==> config.mk <==
export PLATFORM = sky130hd
export DESIGN_NAME = comb_decimator
export DESIGN_NICKNAME = d
export VERILOG_FILES = /design/src/rtl/comb_decimator.sv
export SDC_FILE = /design/constraint.sdc
export NUM_CORES = 1
export LEC_CHECK = 0
export BUFFER_PORTS_ARGS = -buffer_cell sky130_fd_sc_hd__buf_2
export CORE_UTILIZATION = 30
export DETAILED_ROUTE_END_ITERATION = 12
export PLACE_DENSITY = 0.45
export SYNTH_ARGS = -nofsm -noshare
export SYNTH_HDL_FRONTEND = slang
export SYNTH_SLANG_ARGS = --single-unit
==> constraint.sdc <==
create_clock -name clk -period 7.3 [get_ports clk]
set_input_delay 0.73 -clock clk [delete_from_list [all_inputs] [get_ports clk]]
set_output_delay 0.73 -clock clk [all_outputs]
set_load 0.005 [all_outputs]
==> src/rtl/comb_decimator.sv <==
// Decimating comb section of a CIC decimator: keeps every DECIM-th strobed sample and runs it through STAGES comb stages.
// Optional macro COMB_DECIMATOR_ROUND_EN adds a round-half-up, saturating output register.
module comb_decimator #(
  parameter int unsigned DATA_WIDTH_INP = 18,
  parameter int unsigned DATA_WIDTH_OUT = 18,
  parameter int unsigned STAGES         = 3,
  parameter int unsigned DIFF_DELAY     = 1,
  parameter int unsigned DECIM          = 8
) (
  input  logic                      clk,
  input  logic                      reset,
  input  logic [DATA_WIDTH_INP-1:0] inp_samp_data,
  input  logic                      inp_samp_str,
  output logic [DATA_WIDTH_OUT-1:0] out_samp_data,
  output logic                      out_samp_str
);

  localparam int unsigned W     = DATA_WIDTH_INP;
  localparam int unsigned CNT_W = (DECIM > 1) ? $clog2(DECIM) : 1;

  logic [CNT_W-1:0]                        dec_cnt;
  logic                                    accept_c;
  logic [STAGES:0][W-1:0]                  chain_data;
  logic [STAGES:0]                         chain_vld;
  logic [STAGES-1:0][DIFF_DELAY-1:0][W-1:0] hist;

  assign accept_c = inp_samp_str && (dec_cnt == '0);

  // Decimation counter: advances on strobes only, so gaps never shift the phase.
  always_ff @(posedge clk) begin
    if (reset) begin
      dec_cnt <= '0;
    end else if (inp_samp_str) begin
      if (dec_cnt == CNT_W'(DECIM - 1)) begin
        dec_cnt <= '0;
      end else begin
        dec_cnt <= dec_cnt + CNT_W'(1);
      end
    end
  end

  // Stage 0 capture plus comb chain; a stage only moves when its upstream valid fires.
  always_ff @(posedge clk) begin
    if (reset) begin
      chain_data <= '0;
      chain_vld  <= '0;
      hist       <= '0;
    end else begin
      chain_vld[0] <= accept_c;
      if (accept_c) begin
        chain_data[0] <= inp_samp_data;
      end
      for (int k = 0; k < int'(STAGES); k++) begin
        chain_vld[k+1] <= chain_vld[k];
        if (chain_vld[k]) begin
          chain_data[k+1] <= chain_data[k] - hist[k][DIFF_DELAY-1];
          hist[k][0]      <= chain_data[k];
          for (int d = 1; d < int'(DIFF_DELAY); d++) begin
            hist[k][d] <= hist[k][d-1];
          end
        end
      end
    end
  end

`ifdef COMB_DECIMATOR_ROUND_EN
  localparam int RND_SH = int'(W) - int'(DATA_WIDTH_OUT) - 1;
  localparam logic [W-1:0] RND_K = (RND_SH >= 0) ? (W'(1) << RND_SH) : '0;
  localparam logic [DATA_WIDTH_OUT-1:0] SAT_MAX =
    ~(DATA_WIDTH_OUT'(1) << (DATA_WIDTH_OUT - 1));

  logic [W-1:0] rnd_sum_c;
  logic         rnd_ovf_c;

  assign rnd_sum_c = chain_data[STAGES] + RND_K;
  // Adding a positive constant can only overflow by turning a non-negative value negative.
  assign rnd_ovf_c = ~chain_data[STAGES][W-1] & rnd_sum_c[W-1];

  always_ff @(posedge clk) begin
    if (reset) begin
      out_samp_data <= '0;
      out_samp_str  <= 1'b0;
    end else begin
      out_samp_str <= chain_vld[STAGES];
      if (chain_vld[STAGES]) begin
        out_samp_data <= rnd_ovf_c ? SAT_MAX : rnd_sum_c[W-1 -: DATA_WIDTH_OUT];
      end
    end
  end
`else
  // Final stage register holds between valids, so the slice is stable until the next strobe.
  assign out_samp_data = chain_data[STAGES][W-1 -: DATA_WIDTH_OUT];
  assign out_samp_str  = chain_vld[STAGES];
`endif

endmodule

==> results.toml, run 1 <==
[setup_path]
crit_buf_inv = 2
cp.arrival_ns = 3.05
regToRegEndpoint = "chain_data[48]$_SDFFE_PP0P_"
startpoint_type = "flip-flop"
critPathMaxStageDelay_ns = 0.52
slowest_stage = "or4_1"
worstRegToRegCells = 11
r2r_start = "chain_data[18]$_SDFFE_PP0P_"
path_cells = "inv_1 -> ha_1 -> inv_1 -> fa_1 -> a21o_2 -> a31oi_2 -> o21ai_2 -> a41oi_2 -> nand3b_1 -> a2111oi_0 -> or4_1"
cp-end-kind = "flip-flop"
path_delay_family = "compound AO/OA/AOI/OAI gates"
cpMostUsedCell = "inv_1"
r2r_slack_ns = 4.54
worstSetupPathType = "flip-flop to flip-flop"
worstPathMaxFanout = 4
cp.required_ns = 7.59

[place]
io_buffers = 39
dp_hpwl_um = 9440
place_congestion = 0.767
dp.cells = 1147

[sta]
final_max_slew_viol_count = 0
hold_viol_final = 0
max_freq_ghz = 0.362
period_share_pct = 37.8
setup_violations = 0
tightest_slew_ns = 1.12
skew_ns = 0.00975
post-route-min-period_ns = 2.76
finalSetupTns_ns = 0
slew_headroom_pct = 25.3
rsz0062_at_grt = "no"

[finish]
diodes = 0
post-route-util_pct = 35.0
syn_to_final_growth_pct = 13.5
fin_nets = 925
drive_gt1_share_pct = 10.5
fin_cells = 1179

[logic_synthesis]
synthTopCellsByArea = "dfxtp_1 (37%), mux2i_1 (10%), ha_1 (9.3%)"
yosysTopAreaCellShare_pct = 36.6
synth_seq_cells = 133
ys_types = 63
syn-num-nets = 916
synth_ff_type = "dfxtp_1"
synth_area_mm2 = 0.00728
yosysMostFrequentCell = "dfxtp_1"
yosysSeqAreaShare_pct = 36.6
synth_area_leader_cell = "dfxtp_1"
syn_area_per_cell_um2 = 8.68
synth_edf_count = 0
ys_top_cells_by_count = "dfxtp_1 (133), nor2_1 (124), mux2i_1 (76)"
ys_warn_count = 0
synthArstFlopShare_pct = 0
syn_inst = 838

[grt]
track_usage_pct = 12.0
grt_pass1_vias = 5083
antenna_found_initial = 0
use_met3_pct = 3.37
grt_pass1_wl_um = 24100
grt-busiest-layer = "met2"
grtUsageMet2_pct = 18.7
met1_usage_pct = 16.0
overflow = 0
grt_max_degree = 76

[detailed_routing]
drtIter0Drc = 184
num_vias = 5299
drc = 0
viasPerCell = 4.49
firstDrtPassIters = 4
finalWirelength_um = 13800
wl_per_cell_um = 11.7
antenna_left = 0

[job]
cap_viol_max_count = 0

[power_and_ir_drop]
p_leak_nw = 3.24
ir_drop_uv = 143
p_per_area_mw_per_mm2 = 261

[hold_path]
hold_start = "out_samp_data[15]$_SDFFE_PP0P_"
hold_class = "flip-flop to flip-flop"
worstHoldEndpoint = "out_samp_data[15]$_SDFFE_PP0P_"
whs_path_depth = 2

[floorplan]
start_util_pct = 30.8
coreArea_mm2 = 0.0236
die_h_um = 158
rows = 56
die_w_um = 158
die_area_mm2 = 0.0249
ios = 40

[cts]
ctsHtreeMaxLevel = 4
cts_tree = "done"
ctsHoldBuffers = 0
max-clock-path-buffers = 2
worstSkewPairLatency_ns = 0.42
clock-sinks = 133
numCtsBuffers = 17
clk_pin_slew_ns = 0.06
cts-resized-gates = 0
cts_root_buffer = "clkbuf_16"
postCtsSetupBuffers = 0

[run_status]
outcome = "finished, final reports clean"
==> layout by cell type (no fill, tap or decap), types with 5 or more instances in the layout <==
cell type  count
a211o_1        5
a211oi_1      14
a21o_1        15
a21oi_1       49
buf_2         38
bufinv_16      5
clkbuf_16     17
dfxtp_1      130
ha_1          54
inv_1         64
mux2i_1       76
nand2_1       70
nand2b_1      12
nor2_1       124
nor3_1         9
o21a_1        12
o21ai_0       25
xnor2_1       25
xor2_1        19
==> metal layers <==
layer / vias to the layer above / wire length [µm]
met2: 68 / 5810
met4: 0 / 140
met1: 2348 / 7380
met5: - / 0
met3: 12 / 432
li1: 2871 / -
==> report_power, final <==
| part | leakage (nW) | total (W) | internal (W) | switching, W |
|---|---|---|---|---|
| logic | 1.85 | 0.000432 | 0.000200 | 0.000232 |
| registers | 1.08 | 0.000782 | 0.000756 | 0.0000256 |
| clock network | 0.311 | 0.000942 | 0.000616 | 0.000326 |
==> flip-flops by register name, indices dropped and copies added (netlist names) <==
| name | cells |
|---|---|
| hist | 54 |
| chain_data | 54 |
| out_samp_data | 18 |
| chain_vld | 4 |
| dec_cnt | 3 |
==> worst max-delay path by stage <==
stage                                            from  depth (start not counted)                     endpoint
after floorplan           chain_data[18]$_SDFFE_PP0P_                         11  chain_data[48]$_SDFFE_PP0P_
after detailed placement                        reset                          5  chain_data[48]$_SDFFE_PP0P_
after global routing      chain_data[18]$_SDFFE_PP0P_                         11  chain_data[48]$_SDFFE_PP0P_
after CTS                 chain_data[18]$_SDFFE_PP0P_                         11  chain_data[48]$_SDFFE_PP0P_
final                     chain_data[18]$_SDFFE_PP0P_                         11  chain_data[48]$_SDFFE_PP0P_
after global placement                          reset                          5  chain_data[48]$_SDFFE_PP0P_
==> metrics by stage <==
| stage | hold slack, ns | setup WS, ns | total power [W] | cell area [µm²] |
|---|---|---|---|---|
| floorplan | 0.426 | 4.76 | 0.00115 | 7280 |
| global placement | 0.434 | 4.26 | 0.00124 | 7610 |
| detailed placement | 0.439 | 4.26 | 0.00123 | 7610 |
| CTS | 0.452 | 4.51 | 0.00219 | 8260 |
| global route | 0.463 | 4.37 | 0.00228 | 8260 |
| finish | 0.446 | 4.54 | 0.00216 | 8260 |
==> logic make-up after synthesis <==
| kind of cell | synth area share (%) |
|---|---|
| compound gates | 16.2 |
| xor+xnor | 5.30 |
| simple gates | 14.0 |
| fa+ha+maj | 10.1 |
| flops | 36.6 |
| mux | 10.5 |
| buf+inv | 7.31 |
==> worst reg2reg max path: cells and delay by family (launching register included) <==
family,cells,cell delay (ns)
compound gates,5,0.99
simple gates,2,0.68
fa+ha+maj,2,0.52
flops,1,0.32
buf+inv,2,0.12
==> area by class of cell <==
class,count,area (µm²)
fill,2505,15400
inverter,64,240
clock inverter,12,201
multi-input combinational,589,4080
sequential,133,2670
timing repair buffer,42,220
tap,319,399
clock buffer,20,447
Note: power is estimated with default switching activity, not from simulation.
==> run 2, diff against run 1 <==
Clock period 7.3 ns to 2.68 ns, I/O delays scaled along.
==> results.toml, run 2 (same netlist as run 1, synthesis figures left out) <==
[finish]
fill_cells = 2504
syn_to_final_growth_pct = 15.9
largest_registers = "chain_data (54), hist (54), out_samp_data (18)"
regArea_mm2 = 0.00267
drive_gt1_share_pct = 12.2
multi_input_area_mm2 = 0.00411
mostFrequentLayoutCells = "dfxtp_1 (130), nor2_1 (124), mux2i_1 (76)"
fin_nets = 936
diodes = 0
finalInstanceArea_mm2 = 0.00844
fin_cells = 1190
final_common_cell = "dfxtp_1"

[cts]
ctsHoldBuffers = 0
worstSkewPairLatency_ns = 0.42
numCtsBuffers = 17
max-clock-path-buffers = 2
ctsHtreeMaxLevel = 4
clk_pin_slew_ns = 0.06
cts_root_buffer = "clkbuf_16"
clock-sinks = 133
cts_tree = "done"

[detailed_routing]
drtIter0Drc = 254
drc = 0
antenna_left = 0
finalWirelength_um = 14200
wl_per_cell_um = 11.9
num_vias = 5355
viasPerCell = 4.50
firstDrtPassIters = 4

[setup_path]
critPathMaxStageDelay_ns = 0.50
path_delay_family = "compound AO/OA/AOI/OAI gates"
path_cells = "inv_1 -> ha_1 -> inv_1 -> fa_2 -> a21o_2 -> a31oi_4 -> o21ai_2 -> a41oi_2 -> nand3b_1 -> a2111oi_0 -> or4_1"
r2r_slack_ns = 0.22
slowest_stage = "or4_1"
cp.arrival_ns = 2.75
startpoint_type = "flip-flop"
cpMostUsedCell = "inv_1"
cp.required_ns = 2.97
cp-end-kind = "flip-flop"
worstPathMaxFanout = 3
worstSetupPathType = "flip-flop to flip-flop"
crit_buf_inv = 2

[sta]
hold_viol_final = 0
skew_ns = 0.00704
finalSetupTns_ns = 0
rsz0062_at_grt = "no"
final_max_slew_viol_count = 0
setup_violations = 0
max_freq_ghz = 0.406
period_share_pct = 91.8
post-route-min-period_ns = 2.46
layout_setup_ws_ns = 0.219
slew_headroom_pct = 55.6
tightest_slew_ns = 0.667

[floorplan]
start_util_pct = 30.8
die_h_um = 158
ios = 40
coreArea_mm2 = 0.0236
rows = 56
die_area_mm2 = 0.0249
die_w_um = 158

[place]
dp.cells = 1157
dp_hpwl_um = 10100
io_buffers = 39
place_area_mm2 = 0.00768
preCtsSetupSlack_ns = 0.0593
place_congestion = 0.728

[power_and_ir_drop]
finalPower_w = 0.00619
p_leak_nw = 3.32
p_per_area_mw_per_mm2 = 734
ir_drop_uv = 374

[grt]
track_usage_pct = 12.4
grt_pass1_vias = 4988
grt_max_degree = 61
overflow = 0
antenna_found_initial = 0
grt_pass1_wl_um = 24400

[run_status]
outcome = "finished, final reports clean"

[hold_path]
hold_class = "input pin to flip-flop"

[job]
cap_viol_max_count = 0
## run 2: changes by cell type in the layout (fill, tap and decap cells not counted), sizes merged
cell      before  now
clkinv         4    2
clkinvlp       2    3
clkbuf        20   19
buf           42   53
bufinv         5    8
inv           65   64
## run 2: power breakdown
group	leakage, nW	switching (W)	internal [W]	total, W
clock network	0.339	0.000881	0.00196	0.00284
registers	1.08	0.0000776	0.00206	0.00214
logic	1.91	0.000637	0.000577	0.00121
total	3.32	0.00160	0.00459	0.00619
## run 2: final timing paths
kind / startpoint / endpoint / depth (start not counted)
worst max-delay path: chain_data[18]$_SDFFE_PP0P_ / chain_data[48]$_SDFFE_PP0P_ / 11
worst max register to register: chain_data[18]$_SDFFE_PP0P_ / chain_data[48]$_SDFFE_PP0P_ / 11
worst min-delay path: inp_samp_data[13] / chain_data[13]$_SDFFE_PP0P_ / 3
worst min register to register: out_samp_data[15]$_SDFFE_PP0P_ / out_samp_data[15]$_SDFFE_PP0P_ / 2
## run 2: timing repair
item                                    4_1_cts  5_1_grt
setup buffers                                 0        1
endpoints found under the setup margin        0        4
resized for setup                             0        5
## run 2: tightest hold or removal path: stages
cell     delay, ns
buf_2         0.09
nand2_1       0.05
a21oi_1       0.05
## run 2: metal layers
metal	part of all wire, %	track usage, %
met1	55	16.6
met2	42	18.7
met3	2.8	3.50
met4	1.2	4.44
met5	0	0
## run 2: per-stage QoR
stage	utilization (%)	hold WS, ns
after floorplan	-	0.404
after global placement	32.5	0.437
after detailed placement	32.5	0.443
after CTS	35.6	0.0564
after global routing	35.7	0.0643
final	35.7	0.0795
## run 2: layout make-up
type | count | area share [%]
Multi-Input combinational cell | 589 | 48.7
Sequential cell | 133 | 31.6
Clock buffer | 19 | 5.25
Tap cell | 319 | 4.73
Timing Repair Buffer | 53 | 3.59
Clock inverter | 13 | 3.28
Inverter | 64 | 2.85
==> run 3, diff against run 2 <==
Settings changed: REMOVE_ABC_BUFFERS from default to 1.
==> results.toml, run 3 (same netlist as run 1, synthesis figures left out) <==
[run_status]
outcome = "finished, final reports clean"

[sta]
post-route-min-period_ns = 2.50
final_max_slew_viol_count = 0
rsz0062_at_grt = "no"
skew_ns = 0.00842
tightest_slew_ns = 0.550
max_freq_ghz = 0.400
hold_viol_final = 0
period_share_pct = 93.2
slew_headroom_pct = 63.4
finalSetupTns_ns = 0
setup_violations = 0

[place]
io_buffers = 39
dp_hpwl_um = 10100
place_area_mm2 = 0.00768
place_congestion = 0.764

[setup_path]
worstSetupPathType = "flip-flop to flip-flop"
cp-end-kind = "flip-flop"
cp.arrival_ns = 2.80
path_delay_family = "compound AO/OA/AOI/OAI gates"
slowest_stage = "fa_1"
crit_buf_inv = 2
cp.required_ns = 2.98
startpoint_type = "flip-flop"
critPathMaxStageDelay_ns = 0.40
worstPathMaxFanout = 3
cpMostUsedCell = "inv_1"
path_cells = "inv_1 -> ha_1 -> inv_1 -> fa_1 -> a211oi_2 -> o21a_1 -> nor3_1 -> a221o_1 -> a311oi_2 -> xor2_1 -> o21ai_1"

[finish]
finalInstanceArea_mm2 = 0.00833
final_common_cell = "dfxtp_1"
multi_input_area_mm2 = 0.00410
syn_to_final_growth_pct = 14.5
largest_registers = "chain_data (54), hist (54), out_samp_data (18)"
fill_cells = 2524
diodes = 0
regArea_mm2 = 0.00267
fin_nets = 936
mostFrequentLayoutCells = "dfxtp_1 (130), nor2_1 (124), mux2i_1 (76)"
drive_gt1_share_pct = 12.2

[job]
cap_viol_max_count = 0

[power_and_ir_drop]
power_frac_clock_pct = 41.8
combPwrFrac_pct = 21.0
p_switching_w = 0.00161
internal_power_w = 0.00412
power_frac_seq_pct = 37.2
p_leak_nw = 3.27
p_per_area_mw_per_mm2 = 689
p_sw_share_pct = 28.1
ir_drop_uv = 395

[grt]
grt_pass1_wl_um = 24100
track_usage_pct = 12.1
antenna_found_initial = 0
grt_max_degree = 53
overflow = 0
grt_pass1_vias = 5017

[floorplan]
ios = 40
die_h_um = 158
die_w_um = 158
coreArea_mm2 = 0.0236
rows = 56
die_area_mm2 = 0.0249
start_util_pct = 30.8

[cts]
cts_root_buffer = "clkbuf_16"
ctsHtreeMaxLevel = 4
cts_tree = "done"
max-clock-path-buffers = 2
clock-sinks = 133
numCtsBuffers = 17
worstSkewPairLatency_ns = 0.42
clk_pin_slew_ns = 0.06

[hold_path]
hold_class = "input pin to flip-flop"

[detailed_routing]
firstDrtPassIters = 4
antenna_left = 0
viasPerCell = 4.45
wl_per_cell_um = 11.8
num_vias = 5301
drtIter0Drc = 185
finalWirelength_um = 14000
drc = 0
==> run 3: cell types whose count changed in the layout (fill, tap and decap cells not counted), sizes merged <==
cell | before | now
clkinvlp | 3 | 4
bufinv | 8 | 3
inv | 64 | 66
clkinv | 2 | 5
clkbuf | 19 | 18
==> run 3: final cells by class <==
class	instances	share of cell area, %
clock buffers	18	5.27
clock inverters	14	2.13
inverters	64	2.88
multi-input cells	589	49.3
flip-flops and latches	133	32.0
well taps	319	4.79
repair buffers	53	3.64
==> run 3: worst paths after layout <==
kind / startpoint / end / slack, ns / cells past startpoint
max: chain_data[36]$_SDFFE_PP0P_ / out_samp_data[16]$_SDFFE_PP0P_ / 0.18 / 11
min: inp_samp_data[14] / chain_data[14]$_SDFFE_PP0P_ / 0.08 / 3
max reg2reg: chain_data[36]$_SDFFE_PP0P_ / out_samp_data[16]$_SDFFE_PP0P_ / 0.18 / 11
min reg2reg: out_samp_data[15]$_SDFFE_PP0P_ / out_samp_data[15]$_SDFFE_PP0P_ / 0.45 / 2
==> run 3: tightest hold or removal path, stage by stage <==
cell	delay, ns
buf_2	0.09
nand2_1	0.04
a21oi_1	0.05
==> run 3: per-stage QoR <==
step / setup WS [ns] / power, W / hold WS, ns / instances / utilization [%]
floorplan: 0.132 / 0.00309 / 0.337 / 786 / -
global placement: 0.0827 / 0.00339 / 0.440 / 1157 / 32.5
detailed placement: 0.0179 / 0.00339 / 0.441 / 1157 / 32.5
CTS: 0.00821 / 0.00584 / 0.0505 / 1189 / 35.1
global route: 0.00438 / 0.00607 / 0.0622 / 1190 / 35.3
finish: 0.182 / 0.00574 / 0.0765 / 1190 / 35.3
==> run 3: power by group through the flow <==
stage,logic (W),registers [W],clock network (W)
after floorplan,0.000923,0.00217,0
after global placement,0.00121,0.00218,0
after detailed placement,0.00121,0.00218,0
after CTS,0.00122,0.00213,0.00249
after global routing,0.00137,0.00215,0.00256
final,0.00121,0.00213,0.00240
==> run 3: metal layers <==
| metal | global-route usage, % | up-vias | routed length [µm] |
|---|---|---|---|
| li1 | - | 2899 | - |
| met1 | 16.0 | 2327 | 7410 |
| met2 | 18.6 | 56 | 5970 |
| met3 | 3.09 | 19 | 409 |
| met4 | 4.58 | 0 | 217 |
| met5 | 0 | - | 0 |
==> run 3: timing repair <==
item	in CTS	in global routing
hold endpoints to repair	0	0
buffers inserted	0	1
endpoints found under the setup margin	0	5
gates resized for setup	0	4
hold buffers	0	0
